--- src/rtl/uart_tx_serializer_if.sv ---
// Parallel-side bundle of the UART transmit serializer: request, frame config,
// external parity calculator loop and serial outputs.
interface uart_tx_serializer_if #(
  parameter int DataWIDTH = 3
);
  localparam int W = 2 ** DataWIDTH;

  logic [W-1:0] UartTx_PDATA;
  logic         UartTx_DataValid;
  logic         UartTx_ParEn;
  logic         UartTx_ParType;
  logic [W-1:0] UartTx_ParData;
  logic         UartTx_ParTypeLat;
  logic         UartTx_ParBit;
  logic         UartTx_TxOut;
  logic         UartTx_Busy;

  // master: the data source plus the parity calculator
  modport master (
    output UartTx_PDATA, UartTx_DataValid, UartTx_ParEn, UartTx_ParType, UartTx_ParBit,
    input  UartTx_ParData, UartTx_ParTypeLat, UartTx_TxOut, UartTx_Busy
  );

  modport slave (
    input  UartTx_PDATA, UartTx_DataValid, UartTx_ParEn, UartTx_ParType, UartTx_ParBit,
    output UartTx_ParData, UartTx_ParTypeLat, UartTx_TxOut, UartTx_Busy
  );
endinterface

--- src/rtl/uart_tx_serializer.sv ---
// UART transmit serializer: start bit, LSB-first data, optional parity, stop bit.
// Define UART_TX_STOP2_EN to append a second stop bit to every frame.
module uart_tx_serializer #(
  parameter int DataWIDTH = 3
) (
  input logic                 UartTx_CLK,
  input logic                 UartTx_RST,
  uart_tx_serializer_if.slave bus
);

  // state  | meaning
  // IDLE   | line high, waiting for DataValid
  // START  | start bit (0)
  // DATA   | data bits, LSB first
  // PARITY | parity bit from the external calculator
  // STOP   | stop bit (1)
  // STOP2  | second stop bit (UART_TX_STOP2_EN only)

  localparam int W = 2 ** DataWIDTH;
  localparam logic [DataWIDTH-1:0] CNT_LAST = DataWIDTH'(W - 1);

  typedef enum logic [2:0] {
    S_IDLE   = 3'd0,
    S_START  = 3'd1,
    S_DATA   = 3'd2,
    S_PARITY = 3'd3,
    S_STOP   = 3'd4
`ifdef UART_TX_STOP2_EN
    , S_STOP2 = 3'd5
`endif
  } state_t;

  state_t               state_q, state_d;
  logic [DataWIDTH-1:0] cnt_q, cnt_d, cnt_nxt;
  logic [W-1:0]         data_q, data_d;
  logic                 ptype_q, ptype_d;
  logic                 paren_q, paren_d;
  logic                 tx_q, tx_d;
  logic                 busy_q, busy_d;

  always_ff @(posedge UartTx_CLK or posedge UartTx_RST) begin
    if (UartTx_RST) begin
      state_q <= S_IDLE;
      cnt_q   <= '0;
      data_q  <= '0;
      ptype_q <= 1'b0;
      paren_q <= 1'b0;
      tx_q    <= 1'b1;
      busy_q  <= 1'b0;
    end else begin
      state_q <= state_d;
      cnt_q   <= cnt_d;
      data_q  <= data_d;
      ptype_q <= ptype_d;
      paren_q <= paren_d;
      tx_q    <= tx_d;
      busy_q  <= busy_d;
    end
  end

  // tx_d/busy_d describe the state being entered, so the line is registered
  // and the start bit appears the cycle after DataValid is sampled.
  always_comb begin
    state_d = state_q;
    cnt_d   = cnt_q;
    data_d  = data_q;
    ptype_d = ptype_q;
    paren_d = paren_q;
    tx_d    = 1'b1;
    busy_d  = 1'b1;
    cnt_nxt = cnt_q + 1'b1;

    case (state_q)
      S_IDLE: begin
        busy_d = 1'b0;
        if (bus.UartTx_DataValid) begin
          state_d = S_START;
          data_d  = bus.UartTx_PDATA;
          ptype_d = bus.UartTx_ParType;
          paren_d = bus.UartTx_ParEn;
          tx_d    = 1'b0;
          busy_d  = 1'b1;
        end
      end
      S_START: begin
        state_d = S_DATA;
        cnt_d   = '0;
        tx_d    = data_q[0];
      end
      S_DATA: begin
        if (cnt_q == CNT_LAST) begin
          cnt_d = '0;
          if (paren_q) begin
            state_d = S_PARITY;
            tx_d    = bus.UartTx_ParBit;
          end else begin
            state_d = S_STOP;
          end
        end else begin
          cnt_d = cnt_nxt;
          tx_d  = data_q[cnt_nxt];
        end
      end
      S_PARITY: begin
        state_d = S_STOP;
      end
      S_STOP: begin
`ifdef UART_TX_STOP2_EN
        state_d = S_STOP2;
`else
        state_d = S_IDLE;
        busy_d  = 1'b0;
`endif
      end
`ifdef UART_TX_STOP2_EN
      S_STOP2: begin
        state_d = S_IDLE;
        busy_d  = 1'b0;
      end
`endif
      default: begin
        state_d = S_IDLE;
        busy_d  = 1'b0;
      end
    endcase
  end

  assign bus.UartTx_ParData    = data_q;
  assign bus.UartTx_ParTypeLat = ptype_q;
  assign bus.UartTx_TxOut      = tx_q;
  assign bus.UartTx_Busy       = busy_q;

endmodule

--- src/flat_wrapper.sv ---
// flat-port wrapper written by rule: the top's interface ports become plain ports
module uart_tx_serializer_flat 
#(
  parameter int DataWIDTH = 3
)
  (UartTx_CLK, UartTx_RST, bus_UartTx_PDATA, bus_UartTx_DataValid, bus_UartTx_ParEn, bus_UartTx_ParType, bus_UartTx_ParBit, bus_UartTx_ParData, bus_UartTx_ParTypeLat, bus_UartTx_TxOut, bus_UartTx_Busy);
  uart_tx_serializer_if #(.DataWIDTH(DataWIDTH)) bus_i ();
  input logic UartTx_CLK;
  input logic UartTx_RST;
  input wire logic [$bits(bus_i.UartTx_PDATA)-1:0] bus_UartTx_PDATA;
  input wire logic [$bits(bus_i.UartTx_DataValid)-1:0] bus_UartTx_DataValid;
  input wire logic [$bits(bus_i.UartTx_ParEn)-1:0] bus_UartTx_ParEn;
  input wire logic [$bits(bus_i.UartTx_ParType)-1:0] bus_UartTx_ParType;
  input wire logic [$bits(bus_i.UartTx_ParBit)-1:0] bus_UartTx_ParBit;
  output wire logic [$bits(bus_i.UartTx_ParData)-1:0] bus_UartTx_ParData;
  output wire logic [$bits(bus_i.UartTx_ParTypeLat)-1:0] bus_UartTx_ParTypeLat;
  output wire logic [$bits(bus_i.UartTx_TxOut)-1:0] bus_UartTx_TxOut;
  output wire logic [$bits(bus_i.UartTx_Busy)-1:0] bus_UartTx_Busy;
  assign bus_i.UartTx_PDATA = bus_UartTx_PDATA;
  assign bus_i.UartTx_DataValid = bus_UartTx_DataValid;
  assign bus_i.UartTx_ParEn = bus_UartTx_ParEn;
  assign bus_i.UartTx_ParType = bus_UartTx_ParType;
  assign bus_i.UartTx_ParBit = bus_UartTx_ParBit;
  assign bus_UartTx_ParData = bus_i.UartTx_ParData;
  assign bus_UartTx_ParTypeLat = bus_i.UartTx_ParTypeLat;
  assign bus_UartTx_TxOut = bus_i.UartTx_TxOut;
  assign bus_UartTx_Busy = bus_i.UartTx_Busy;
  uart_tx_serializer #(.DataWIDTH(DataWIDTH)) u_core (.UartTx_CLK(UartTx_CLK), .UartTx_RST(UartTx_RST), .bus(bus_i));
endmodule
--- config.mk ---
export PLATFORM = sky130hd
export DESIGN_NAME = uart_tx_serializer_flat
export DESIGN_NICKNAME = d
export VERILOG_FILES = /design/src/rtl/uart_tx_serializer_if.sv /design/src/rtl/uart_tx_serializer.sv /design/src/flat_wrapper.sv
export SDC_FILE = /design/constraint.sdc
export NUM_CORES = 1
export LEC_CHECK = 0
export BUFFER_PORTS_ARGS = -buffer_cell sky130_fd_sc_hd__clkbuf_2
export CAP_MARGIN = 20
export CORE_ASPECT_RATIO = 1.1
export CORE_MARGIN = 2
export CORE_UTILIZATION = 57
export CTS_BUF_LIST = sky130_fd_sc_hd__clkbuf_2
export DETAILED_ROUTE_END_ITERATION = 8
export PLACE_DENSITY_LB_ADDON = 0.3
export SYNTH_ARGS = -nofsm -noshare
export SYNTH_HDL_FRONTEND = slang
export SYNTH_SLANG_ARGS = --single-unit
--- constraint.sdc ---
create_clock -name UartTx_CLK -period 4.2 [get_ports UartTx_CLK]
set_input_delay 0.21 -clock UartTx_CLK [delete_from_list [all_inputs] [get_ports UartTx_CLK]]
set_output_delay 0.21 -clock UartTx_CLK [all_outputs]
set_load 0.05 [all_outputs]
==> Yosys cells after proc, flatten, opt, wreduce, memory -nomap -nowiden <==
Cells that the tools add are included.
{ "classes": {"n_addsub": 1, "multipliers": 0, "div_mod_pow": 0, "order_cmp": 1, "eq_ne": 6, "shift": 0, "muxes": 14, "bitwise_logic": 0, "reduce_logical": 5} }
{ "ops": {"columns": ["operator", "count"], "rows": [
  ["$mux 3", 4],
  ["$pmux 3 s4", 1],
  ["$eq 3x2->1 const B", 2],
  ["$pmux 3 s2", 1],
  ["$mux 1", 5],
  ["$lt 3x4->1 const B", 1],
  ["$reduce_and 2->1", 2],
  ["$add 3x1->3 const B", 1],
  ["$bmux 1 s3", 1],
  ["$eq 3x1->1 const B", 1],
  ["$eq 3x3->1 const B", 1],
  ["$logic_not 3->1", 1],
  ["$pmux 1 s3", 1],
  ["$reduce_or 3->1", 1],
  ["$ne 2x1->1 const B", 1],
  ["$ne 2x2->1 const B", 1],
  ["$pmux 1 s2", 1],
  ["$reduce_bool 2->1", 1]
]} }
{ "word_totals": {"reg_bits": 18, "latch_bits": 0, "ram_bits": 0, "mem_bits_ro": 0, "inputBits": 14, "output_inout_bits": 11, "word_cells": 34, "mem_count": 0} }

==> Longest topological paths before layout <==
{ "depth": {"word_depth": 5, "ltp_mapped": 5, "depth_no_buf": 5} }

==> Worst setup path after synthesis <==
Ideal clock, no wire load.
{ "synth_path": {"path_type": "register to register", "startpoint": "reg u_core.cnt_q[0]", "endpoint": "reg u_core.tx_q, in the netlist u_core.bus.UartTx_TxOut", "setup_ns": 0.090, "arrival_ns": 1.664, "required_ns": 4.110, "path_slack_ns": 2.446, "path_stages_with_launch": 6, "path_buffers": 0, "period_less_slack_ns": 1.754, "path_cell_list": "dfrtp_1 > ha_1 > ha_1 > mux4_2 > o2111ai_1 > o211ai_1"} }
{ "synth_via": {"elab_chain_cells": 5, "elab_cells_between_ends": 6} }
{ "synth_rtl": {"columns": ["item", "line_no", "rtl"], "rows": [
  ["start, declared", "uart_tx_serializer.sv:34", "logic [DataWIDTH-1:0] cnt_q, cnt_d, cnt_nxt;"],
  ["start signal, assigned", "uart_tx_serializer.sv:52", "cnt_q <= cnt_d;"],
  ["$add 3x1->3", "uart_tx_serializer.sv:71", "cnt_nxt = cnt_q + 1'b1;"],
  ["$bmux 1 s3", "uart_tx_serializer.sv:101", "tx_d = data_q[cnt_nxt];"],
  ["$mux 1 (implied by the code)", "uart_tx_serializer.sv:101", null],
  ["$mux 1 *", "uart_tx_serializer.sv:91", "if (cnt_q == CNT_LAST) begin"],
  ["$pmux 1 s3 *", "uart_tx_serializer.sv:73", "case (state_q)"],
  ["named net u_core.tx_d", "uart_tx_serializer.sv:38", "logic tx_q, tx_d;"],
  ["end signal, assigned", "uart_tx_serializer.sv:56", "tx_q <= tx_d;"],
  ["end, declared", "uart_tx_serializer.sv:38", null]
]} }
Mark *: on every way through the listed nets, which the timed path passes. The rest lies on a longest branch. The select of a mux whose other input is x is not followed.
A chain may end at the register's enable or synchronous reset.

==> Worst setup path in the final report <==
Same ends and word-level chain as after synthesis.

==> results.sh <==
export IMPL_status="completed"
export IMPL_worst_pin_slew_ns=0.902
export IMPL_vias=664
export IMPL_drc_errors=0
export IMPL_pin_count=25
export IMPL_p_total_w=0.00102
export IMPL_critPathMostFrequentCell="ha_1"
export IMPL_die_x_um=43.0
export IMPL_num_rows=15
export IMPL_syn_avg_cell_area_sq_um=13.4
export IMPL_ir_worst_vdd_mv=0.544
export IMPL_start_kind="register"
export IMPL_min_delay_start="bus_UartTx_PDATA[5]"
export IMPL_end_kind="register"
export IMPL_p_int_w=0.000533
export IMPL_path_clk_slew_ns=0.16
export IMPL_setup_ws_ns=2.27
export IMPL_rsz0062_at_grt="no"
export IMPL_antenna_cells=0
export IMPL_crit_family="adder cells"
export IMPL_overflow=0
export IMPL_slowest_delay_ns=0.51
export IMPL_die_height_um=46.9
export IMPL_antenna_found_initial=0
export IMPL_synthFlopType="dfrtp_1"
export IMPL_drt_initial_drc_count=7
export IMPL_area_growth_pct=14.5
export IMPL_worst_skew_pair_late_latency_ns=0.30
export IMPL_regArea_sq_um=452
export IMPL_syn_cell_area_sq_um=955
export IMPL_cp_data_arrival_time_ns=2.15
export IMPL_min_period_ns=1.93
export IMPL_post_route_util=0.694
export IMPL_fin_nets=113
export IMPL_finalSetupViolations=0
export IMPL_cts_max_level=1
export IMPL_place_gp_congestion=0.775
export IMPL_via_per_inst=5.88
export IMPL_fillers=136
export IMPL_detail_route_wl_per_cell_um=14.7
export IMPL_synth_nets=87
export IMPL_postRouteAntennaNets=0
export IMPL_layout_cell_area_non_filler_sq_mm=0.00109
export IMPL_power_frac_seq=0.356
export IMPL_pwr_share_clk=0.074
export IMPL_drt_pre_antenna_iters=4
export IMPL_placed_cell_area_sq_mm=0.00106
export IMPL_yosys_area_top_type="dfrtp_1"
export IMPL_switching_power_w=0.000482
export IMPL_cts_tree="done"
export IMPL_worst_setup_path_type="register to register"
export IMPL_drv_cap=0
export IMPL_path_max_fanout=7
export IMPL_track_usage=0.205
export IMPL_clock_path_buffers=2
export IMPL_synth_cell_types=28
export IMPL_combPwrFrac=0.570
export IMPL_post_cts_buffers=0
export IMPL_layout_drive_gt1_share=0.469
export IMPL_crit_path_start="u_core.cnt_q[0]"
export IMPL_wl_um=1660
export IMPL_hold_path_class="primary input to register"
export IMPL_postCtsHoldBufs=1
export IMPL_swShare=0.475
export IMPL_worstPathCellList="ha_1 -> ha_1 -> mux4_2 -> o2111ai_1 -> o211ai_1"
export IMPL_multi_input_area_sq_um=459
export IMPL_relSlewSlack=0.396
export IMPL_required_ns=4.42
export IMPL_finalHoldViolations=0
export IMPL_dp_worst_setup_slack_ns=2.30
export IMPL_dp_hpwl_um=1230
export IMPL_io_buffers=24
export IMPL_synthArstFlopShare=1.00
export IMPL_grt_pass1_wl_um=2900
export IMPL_postSynthRegisterBits=18
export IMPL_synth_edff_count=0
export IMPL_synthCells=71
export IMPL_cts_root_buf="clkbuf_2"
export IMPL_clock_sinks=18
export IMPL_synth_top_area_share=0.446
export IMPL_cts_inserted_buffers=3
export IMPL_core_sq_mm=0.00158
export IMPL_grt_pass1_vias=652
export IMPL_ctsResizeCount=0
export IMPL_synth_area_leaders="dfrtp_1 (45%), mux2_4 (17%), a22o_1 (4.6%)"
export IMPL_critPathBufInv=0
export IMPL_ys_seq_area_frac=0.473
export IMPL_p_leak_nw=0.533
export IMPL_r2r_start="u_core.cnt_q[0]"
export IMPL_slowest_stage="dfrtp_1"
export IMPL_finalCritPeriodShare=0.459
export IMPL_start_util=0.606
export IMPL_maxSlewViolCount=0
export IMPL_max_clock_freq_mhz=518
export IMPL_grt_max_degree=19
export IMPL_die_area_sq_mm=0.00202
export IMPL_fin_skew_ns=0.00822
export IMPL_tns_ns=0
export IMPL_powerDensity_mw_per_mm2=928
export IMPL_yosys_warnings=0
## power groups by stage
stage,Combinational (W),Clock [W],Sequential [W]
2_1_floorplan,0.000330,0,0.000515
3_3_place_gp,0.000570,0,0.000360
3_5_place_dp,0.000581,0,0.000364
4_1_cts,0.000583,0.0000772,0.000360
5_1_grt,0.000618,0.0000899,0.000376
6_report,0.000579,0.0000754,0.000361
## worst paths after layout
check	end	slack, ns	cells past startpoint
max in group asynchronous	u_core.bus.UartTx_Busy	3.27	3
hold / removal	u_core.bus.UartTx_ParData[5]	0.13	2
setup reg to reg	u_core.bus.UartTx_TxOut	2.27	5
hold reg to reg	u_core.bus.UartTx_ParTypeLat	0.54	1
min in group asynchronous	u_core.bus.UartTx_ParData[6]	0.51	3
setup / recovery	u_core.bus.UartTx_TxOut	2.27	5
## state kept, by name, indices dropped and copies added, names as in the netlist
name,count
u_core.bus.UartTx_Busy,1
u_core.bus.UartTx_ParData,8
u_core.bus.UartTx_ParTypeLat,1
u_core.bus.UartTx_TxOut,1
u_core.cnt_q,3
u_core.paren_q,1
u_core.state_q,3
## cells in the final DEF (no fill, tap or decap)
cell            n
clkbuf_2       28
dfrtp_1        17
mux2_4         11
a22o_1          5
nor2_1          4
o21bai_1        2
nor3_1          2
o21ai_0         2
nor2b_1         2
a21oi_1         2
o211ai_1        2
inv_1           2
ha_1            2
nor4b_4         1
nand2_1         1
nor3b_2         1
mux2_1          1
a221oi_2        1
mux4_2          1
o2111ai_1       1
or3b_1          1
a32o_1          1
a31oi_1         1
nand2b_1        1
inv_2           1
and3b_1         1
dlygate4sd3_1   1
dfstp_2         1
## cell type report
cell class                      count  share of cell area
Multi-Input combinational cell     46               0.420
Timing Repair Buffer               25               0.119
Inverter                            3              0.0103
Sequential cell                    18               0.413
Tap cell                           17              0.0195
Clock buffer                        4              0.0183
## Yosys cell counts (4+ instances only)
| master | number |
|---|---|
| a22o_1 | 5 |
| mux2_4 | 11 |
| nor2_1 | 4 |
| dfrtp_1 | 17 |
## cells by family after synthesis
family                   synth area share
AO/OA/AOI/OAI                       0.140
adder cells (fa/ha/maj)            0.0262
AND/OR/NAND/NOR                     0.106
buffers and inverters              0.0459
multiplexers                        0.208
flip-flops                          0.473
## worst register-to-register path: cells and delay by family (launching register included)
family / cells / cell delay, ns
mux: 1 / 0.51
fa+ha+maj: 2 / 0.60
compound gates: 2 / 0.24
flops: 1 / 0.51
## layer usage
layer,vias to the layer above,GRT usage,share of wire
met5,-,0,0
met4,0,0.127,0.025
met3,4,0.0462,0.058
met2,26,0.315,0.46
met1,318,0.270,0.46
li1,316,-,-
## metrics by stage
step / cells / hold WS [ns]
finish: 113 / 0.127
global route: 113 / 0.0870
CTS: 113 / 0.122
detailed placement: 108 / 0.314
global placement: 108 / 0.299
floorplan: 71 / 0.148
No activity file was read; power rests on OpenSTA's default activity.
